## config.mk

```make
export PLATFORM = sky130hd
export DESIGN_NAME = sub_serial_8bit
export DESIGN_NICKNAME = d
export VERILOG_FILES = /design/src/rtl/sub_serial_8bit.sv
export SDC_FILE = /design/constraint.sdc
export NUM_CORES = 1
export LEC_CHECK = 0
export CAP_MARGIN = 20
export CELL_PAD_IN_SITES_DETAIL_PLACEMENT = 1
export CELL_PAD_IN_SITES_GLOBAL_PLACEMENT = 2
export CORE_MARGIN = 2
export CORE_UTILIZATION = 30
export CTS_CLUSTER_SIZE = 12
export DETAILED_ROUTE_END_ITERATION = 12
export PLACE_DENSITY = 0.8
export SYNTH_ARGS = -nofsm -noshare
export SYNTH_HDL_FRONTEND = slang
export SYNTH_SLANG_ARGS = --single-unit
export TNS_END_PERCENT = 30
```

## constraint.sdc

```tcl
create_clock -name clk -period 1.5 [get_ports clk]
set_input_delay 0.3 -clock clk [delete_from_list [all_inputs] [get_ports clk]]
set_output_delay 0.3 -clock clk [all_outputs]
set_load 0.05 [all_outputs]
```

## src/rtl/sub_serial_8bit.sv

```systemverilog
// -----------------------------------------------------------------------------
// sub_serial_8bit
// Bit-serial two's-complement subtractor: diff = inA - inB (mod 2^WIDTH).
// The block processes one bit per clock, LSB first, through a single
// full-subtractor cell and a borrow flip-flop.
// Operands and results each use a valid/ready handshake.
//
// Optional feature macro: SUB_OVF_EN
//   defined   -> the overflow port and its signed-overflow flag are present
//   undefined -> no overflow port; all other behaviour is the same
// -----------------------------------------------------------------------------
module sub_serial_8bit #(
  parameter int WIDTH = 8
) (
  input  logic             clk,
  input  logic             rst_n,
  input  logic             in_valid,
  output logic             in_ready,
  input  logic [WIDTH-1:0] inA,
  input  logic [WIDTH-1:0] inB,
  output logic             out_valid,
  input  logic             out_ready,
  output logic [WIDTH-1:0] diff,
  output logic             borrow,
  output logic             zero
`ifdef SUB_OVF_EN
  ,
  output logic             overflow
`endif
);

  localparam int CW = (WIDTH > 2) ? $clog2(WIDTH) : 1;
  localparam logic [CW-1:0] LAST_BIT = CW'(WIDTH - 1);

  typedef enum logic [1:0] {
    IDLE  = 2'd0,
    SHIFT = 2'd1,
    DONE  = 2'd2
  } state_t;

  state_t           state;
  logic [WIDTH-1:0] a_sh;     // minuend, shifted right one bit per SHIFT cycle
  logic [WIDTH-1:0] b_sh;     // subtrahend, shifted right in step with a_sh
  logic [WIDTH-1:0] r_sh;     // result; each new bit enters at the MSB
  logic [CW-1:0]    cnt;      // index of the bit being processed
  logic             bw;       // borrow carried between bit positions

  // Full-subtractor cell working on the current LSBs of the operand registers
  logic             a0;
  logic             b0;
  logic             d_bit;
  logic             bw_next;
  logic [WIDTH-1:0] r_next;

  assign a0      = a_sh[0];
  assign b0      = b_sh[0];
  assign d_bit   = a0 ^ b0 ^ bw;
  assign bw_next = (~a0 & b0) | (~(a0 ^ b0) & bw);
  // After WIDTH shifts the first bit entered has moved down to bit 0, so the
  // register holds the result in normal bit order.
  assign r_next  = {d_bit, r_sh[WIDTH-1:1]};

  // Control FSM, serial datapath and registered result/flags in one process
  // NOTE: every register here uses non-blocking assignment. This lets each
  // branch read the values from before the edge. An example is cnt in the
  // LAST_BIT test.
  always_ff @(posedge clk or negedge rst_n) begin
    if (!rst_n) begin
      state     <= IDLE;
      in_ready  <= 1'b1;
      out_valid <= 1'b0;
      a_sh      <= '0;
      b_sh      <= '0;
      r_sh      <= '0;
      cnt       <= '0;
      bw        <= 1'b0;
      diff      <= '0;
      borrow    <= 1'b0;
      zero      <= 1'b0;
`ifdef SUB_OVF_EN
      overflow  <= 1'b0;
`endif
    end else begin
      case (state)
        IDLE: begin
          // in_ready is always high in IDLE, so in_valid alone completes the handshake
          if (in_valid) begin
            a_sh     <= inA;
            b_sh     <= inB;
            r_sh     <= '0;
            bw       <= 1'b0;
            cnt      <= '0;
            in_ready <= 1'b0;
            state    <= SHIFT;
          end
        end

        SHIFT: begin
          a_sh <= a_sh >> 1;
          b_sh <= b_sh >> 1;
          r_sh <= r_next;
          bw   <= bw_next;
          cnt  <= cnt + CW'(1);
          if (cnt == LAST_BIT) begin
            // The last cell output is the MSB. The operand LSBs now hold the operand MSBs.
            diff      <= r_next;
            borrow    <= bw_next;
            zero      <= ~|r_next;
`ifdef SUB_OVF_EN
            overflow  <= (a0 ^ b0) & (a0 ^ d_bit);
`endif
            out_valid <= 1'b1;
            state     <= DONE;
          end
        end

        DONE: begin
          // Results and flags stay where they are. Only the handshake bits change.
          if (out_ready) begin
            out_valid <= 1'b0;
            in_ready  <= 1'b1;
            state     <= IDLE;
          end
        end

        default: begin
          state     <= IDLE;
          in_ready  <= 1'b1;
          out_valid <= 1'b0;
        end
      endcase
    end
  end

endmodule

```

==> results of run 1 <==
-- report_power, final --
part / internal, W / switching (W)
clock network: 0.000323 / 0.000388
logic: 0.00139 / 0.00124
registers: 0.00154 / 0.000419
total: 0.00326 / 0.00205
-- cell usage after synthesis --
cell       number  share of area
a22oi_1        13          0.053
nand2b_1        2         0.0068
clkbuf_1        2         0.0041
and2b_1         5          0.020
nor4_1          2         0.0068
nand2_1         9          0.018
a21oi_1        17          0.046
a2bb2oi_1       1         0.0047
mux2_2          3          0.018
nand3b_2        1         0.0061
nor2b_1        11          0.037
o21ai_0        11          0.030
o21ai_1        11          0.030
o21bai_1        1         0.0041
buf_6           2          0.012
ha_1            2          0.014
fa_1            1          0.011
buf_4           1         0.0041
nor2_1          3         0.0061
o22a_1          1         0.0047
mux2_4          5          0.041
buf_2           6          0.016
and3b_1         1         0.0047
dfstp_2         1          0.014
dfrtp_1        40           0.54
inv_1           2         0.0041
a22o_1          9          0.043
-- per-layer routing --
metal,vias up,track usage,routed length (um)
li1,686,-,-
met1,736,0.188,2040
met2,19,0.237,2190
met3,5,0.0370,143
met4,0,0.0525,68
met5,-,0,0
-- path summary, 6_finish.rpt --
path,depth (start not counted),endpoint,slack (ns),from
worst max-delay path,3,diff[7],0.04,a_sh[0]
worst min-delay path,2,r_sh[5],0.45,rst_n
worst max register to register,3,diff[7],0.04,a_sh[0]
worst min register to register,2,bw,0.49,bw
max in group asynchronous,3,diff[4],0.57,rst_n
min in group clk,2,bw,0.49,bw
-- per-stage QoR --
step / setup TNS, ns / power [W]
final: 0 / 0.00531
after CTS: -0.00286 / 0.00529
after floorplan: 0 / 0.00330
after detailed placement: -0.525 / 0.00450
after global routing: -0.0567 / 0.00566
after global placement: -0.0440 / 0.00441
-- worst max-delay path, stage by stage, from the launching register on --
cell and delay [ns]:
dfrtp_1 0.42, fa_2 0.53, buf_6 0.14, mux2_2 0.26
-- cell type report --
cell class                      instances  share of cell area
Clock inverter                          2             0.00384
Tap cell                               75              0.0360
Inverter                                2             0.00288
Multi-Input combinational cell        109               0.299
Timing Repair Buffer                   54               0.237
Sequential cell                        41               0.394
Clock buffer                            6              0.0278
-- timing repair --
item / 4_1_cts / 5_1_grt
resized for setup: 4 / 5
endpoints found under the setup margin: 9 / 4
pin swaps: 2 / 1
hold buffers: 1 / 0
setup buffers: 1 / 1
hold endpoints to repair: 12 / 0
-- sequential cells by signal, summed over array words and instances, names as in the netlist --
signal / flops
a_sh: 8
b_sh: 8
diff: 8
r_sh: 7
cnt: 3
state: 2
borrow: 1
bw: 1
in_ready: 1
out_valid: 1
zero: 1
-- logic make-up after synthesis --
group,share of synthesized area
compound gates,0.214
fa+ha+maj,0.0244
buf+inv,0.0406
flops,0.555
mux,0.0589
simple gates,0.106
==> results.py, run 1 <==
metrics = {
    "clocking": {
        "cts_root_buffer": "clkbuf_8",
        "clock_sinks": 41,
        "tritoncts": "built",
        "clk_pin_slew_ns": 0.09,
        "clock_latency_ns": 0.30,
        "cts_buffer_depth": 2,
        "htree_num_levels": 2,
        "cts_made_buffers": 5,
    },
    "final_layout": {
        "layout_commonest_cell": "dfrtp_1",
        "final_cells": 289,
        "seq_area_sq_mm": 0.00103,
        "syn2layout_area_growth_pct": 41.0,
        "fin_nets": 236,
        "postLayoutCoreUtil": 0.438,
        "nFillCells": 671,
        "fin_area_sq_mm": 0.00261,
        "mostFrequentLayoutCells": "40 x dfrtp_1, 20 x buf_4, 18 x clkdlybuf4s50_1",
        "layout-drive-gt1-share": 0.266,
        "diodes": 0,
        "multi_input_area_sq_um": 779,
    },
    "grt": {
        "track_usage": 0.146,
        "grt_pass1_vias": 1527,
        "antenna_found_initial": 0,
        "grt_start_max_net_pins": 17,
        "grt_pass1_wl_um": 7370,
        "grt_overflow": 0,
    },
    "timing": {
        "setup_viol": 0,
        "whs_ns": 0.446,
        "maxSlewHeadroom": 0.746,
        "final.setup_skew_ns": 0.0144,
        "fin_crit_sh": 0.976,
        "max_freq_mhz": 683,
        "max_slew.worst_pin.slew_ns": 0.377,
        "finalWorstSetupSlack_ns": 0.0367,
        "period_needed_ns": 1.46,
        "hold_viol_final": 0,
        "finalMaxSlewViolations": 0,
        "grt_setup_unrepaired": "true",
    },
    "yosys": {
        "syn_nets": 186,
        "netlist_area_sq_mm": 0.00185,
        "ys_seq_area_frac": 0.555,
        "synth_cell_types": 27,
        "yosysWarnings": 0,
        "syn_inst": 163,
        "ys_ff_latch": 41,
        "synth.avg_cell_area_sq_um": 11.3,
    },
    "drt": {
        "via_per_inst": 5.00,
        "vias": 1446,
        "routedWlPerCell_um": 15.3,
        "drt-total-wl_um": 4430,
        "ant_nets": 0,
        "dr.pass1.iters": 4,
        "initialDrtViolationCount": 54,
        "drc": 0,
    },
    "placement": {
        "dp.cells": 278,
        "dp_slack_ns": -0.0707,
        "placed_area_sq_mm": 0.00246,
        "port_buffers": 31,
        "post-dp-hpwl_um": 3120,
        "place_congestion": 0.714,
    },
    "floorplan": {
        "die_x_um": 82.5,
        "ioPinCount": 32,
        "rows": 28,
        "die_h_um": 82.5,
        "initial_core_util": 0.311,
        "placeableCoreArea_sq_mm": 0.00596,
        "dieArea_sq_mm": 0.00681,
    },
    "worst_setup_path": {
        "worst_setup_path_end_kind": "flip-flop",
        "crit_type": "flip-flop to flip-flop",
        "worstPathMaxFanout": 3,
        "crit_arrival_ns": 1.65,
        "worstSetupStartpointType": "flip-flop",
        "required_ns": 1.69,
    },
    "flow_run": {
        "max_cap_viol_count": 0,
    },
    "hold_path": {
        "hold_path_class": "primary input to async pin",
    },
    "run_status": {
        "outcome": "finished, final reports clean",
    },
    "power": {
        "vdd_drop_max_v": 0.00113,
        "power_density_mw_per_mm2": 2040,
        "power.leakage_nw": 1.16,
    },
}
Note: power is estimated with default switching activity, not from simulation.
==> run 2, diff against run 1 <==
Settings changed: GPL_TIMING_DRIVEN from default to 0.
==> run 2 against run 1 <==
Effect of this change: clock skew down 0.0062 ns; setup slack better by 0.012 ns; critical path depth up 2; critical endpoint is now diff[1]; largest power group unchanged; highest routed layer unchanged.
==> results.py, run 2 (synthesis gave the netlist of run 1 again) <==
metrics = {
    "timing": {
        "grt_setup_unrepaired": "true",
        "max_freq_mhz": 689,
        "fin_crit_sh": 0.968,
        "period_needed_ns": 1.45,
        "max_slew.worst_pin.slew_ns": 0.493,
        "setup_viol": 0,
        "finalMaxSlewViolations": 0,
        "hold_viol_final": 0,
        "final.setup_skew_ns": 0.00821,
        "whs_ns": 0.334,
        "maxSlewHeadroom": 0.673,
        "finalWorstSetupSlack_ns": 0.0487,
    },
    "grt": {
        "antenna_found_initial": 0,
        "grt_overflow": 0,
        "track_usage": 0.145,
        "grt_pass1_vias": 1450,
        "grt_pass1_wl_um": 7330,
        "grt_start_max_net_pins": 40,
    },
    "flow_run": {
        "max_cap_viol_count": 0,
    },
    "drt": {
        "vias": 1427,
        "initialDrtViolationCount": 34,
        "drt-total-wl_um": 4620,
        "via_per_inst": 5.06,
        "drc": 0,
        "ant_nets": 0,
        "dr.pass1.iters": 4,
        "routedWlPerCell_um": 16.4,
    },
    "floorplan": {
        "die_h_um": 82.5,
        "die_x_um": 82.5,
        "placeableCoreArea_sq_mm": 0.00596,
        "initial_core_util": 0.311,
        "dieArea_sq_mm": 0.00681,
        "rows": 28,
        "ioPinCount": 32,
    },
    "clocking": {
        "clk_pin_slew_ns": 0.08,
        "tritoncts": "built",
        "clock_latency_ns": 0.30,
        "htree_num_levels": 2,
        "cts_buffer_depth": 2,
        "cts_made_buffers": 5,
        "clock_sinks": 41,
        "cts_root_buffer": "clkbuf_8",
    },
    "power": {
        "power_density_mw_per_mm2": 2020,
        "vdd_drop_max_v": 0.000781,
        "power.leakage_nw": 1.09,
    },
    "placement": {
        "dp_slack_ns": -0.332,
        "port_buffers": 31,
        "post-dp-hpwl_um": 3030,
        "place_congestion": 0.701,
    },
    "run_status": {
        "outcome": "finished, final reports clean",
    },
    "final_layout": {
        "diodes": 0,
        "syn2layout_area_growth_pct": 32.0,
        "mostFrequentLayoutCells": "40 x dfrtp_1, 17 x a21oi_1, 17 x clkdlybuf4s50_1",
        "layout_commonest_cell": "dfrtp_1",
        "reg_top3": "a_sh (8), b_sh (8), diff (8)",
        "fin_nets": 229,
        "layout-drive-gt1-share": 0.208,
    },
    "worst_setup_path": {
        "crit_type": "flip-flop to flip-flop",
        "worst_setup_path_end_kind": "flip-flop",
        "crit_arrival_ns": 1.64,
        "required_ns": 1.68,
        "worstPathMaxFanout": 5,
        "worstSetupStartpointType": "flip-flop",
    },
    "hold_path": {
        "hold_path_class": "primary input to async pin",
    },
}
==> run 2: final timing paths <==
check	from	to	slack (ns)	depth (start not counted)
setup / recovery	cnt[0]	diff[1]	0.05	5
hold / removal	rst_n	diff[3]	0.33	2
setup reg to reg	cnt[0]	diff[1]	0.05	5
hold reg to reg	borrow	borrow	0.49	2
max in group asynchronous	rst_n	in_ready	0.69	3
min in group clk	borrow	borrow	0.49	2
==> run 2: layout make-up <==
cell class              instances  area [sq um]
plain buffers                  11          71.3
clock inverters                 1          30.0
inverters                       2          7.51
clock buffers                   7          86.3
multi-input cells             109           779
repair buffers                 36           345
flip-flops and latches         41          1030
fillers                       673          3510
well taps                      75          93.8
==> run 2: per-stage QoR <==
step | setup TNS [ns] | power, W | util | cells | cell area, sq um
finish | 0 | 0.00493 | 0.410 | 282 | 2440
CTS | 0 | 0.00492 | 0.404 | 279 | 2410
detailed placement | -7.41 | 0.00400 | 0.381 | 270 | 2270
global placement | -46.39 | 0.00394 | 0.378 | 269 | 2250
global route | -0.0193 | 0.00528 | 0.410 | 282 | 2440
floorplan | 0 | 0.00330 | - | 163 | 1850
==> run 2: power by group <==
part / switching (W) / internal, W
logic: 0.00122 / 0.000893
registers: 0.000352 / 0.00154
clock network: 0.000382 / 0.000543
==> run 2: layer usage <==
layer  vias to the layer above  global-route usage  routed length, um
li1                        673                   -                  -
met1                       729               0.190               2190
met2                        18               0.240               2210
met3                         7              0.0283                141
met4                         0              0.0541                 75
met5                         -                   0                  0
==> run 2: what timing repair did <==
action                                  CTS  global route
pin swaps                                 0             2
endpoints found under the setup margin   19            16
endpoints found under the hold margin     2             0
hold buffers                              1             0
buffers inserted                          0             2
cloned                                    0             1
gates resized for setup                  26            16
==> run 2: critical path: stages, from the launching register on <==
cell and delay [ns]:
dfrtp_1 0.41, ha_2 0.19, ha_4 0.17, nand3b_4 0.13, buf_8 0.14, mux2_4 0.30
==> run 3, diff against run 2 <==
Settings changed: CTS_CLUSTER_SIZE 12 to default.
==> results of run 3 <==
The final DEF is identical to that of run 2; final timing and power are the same.
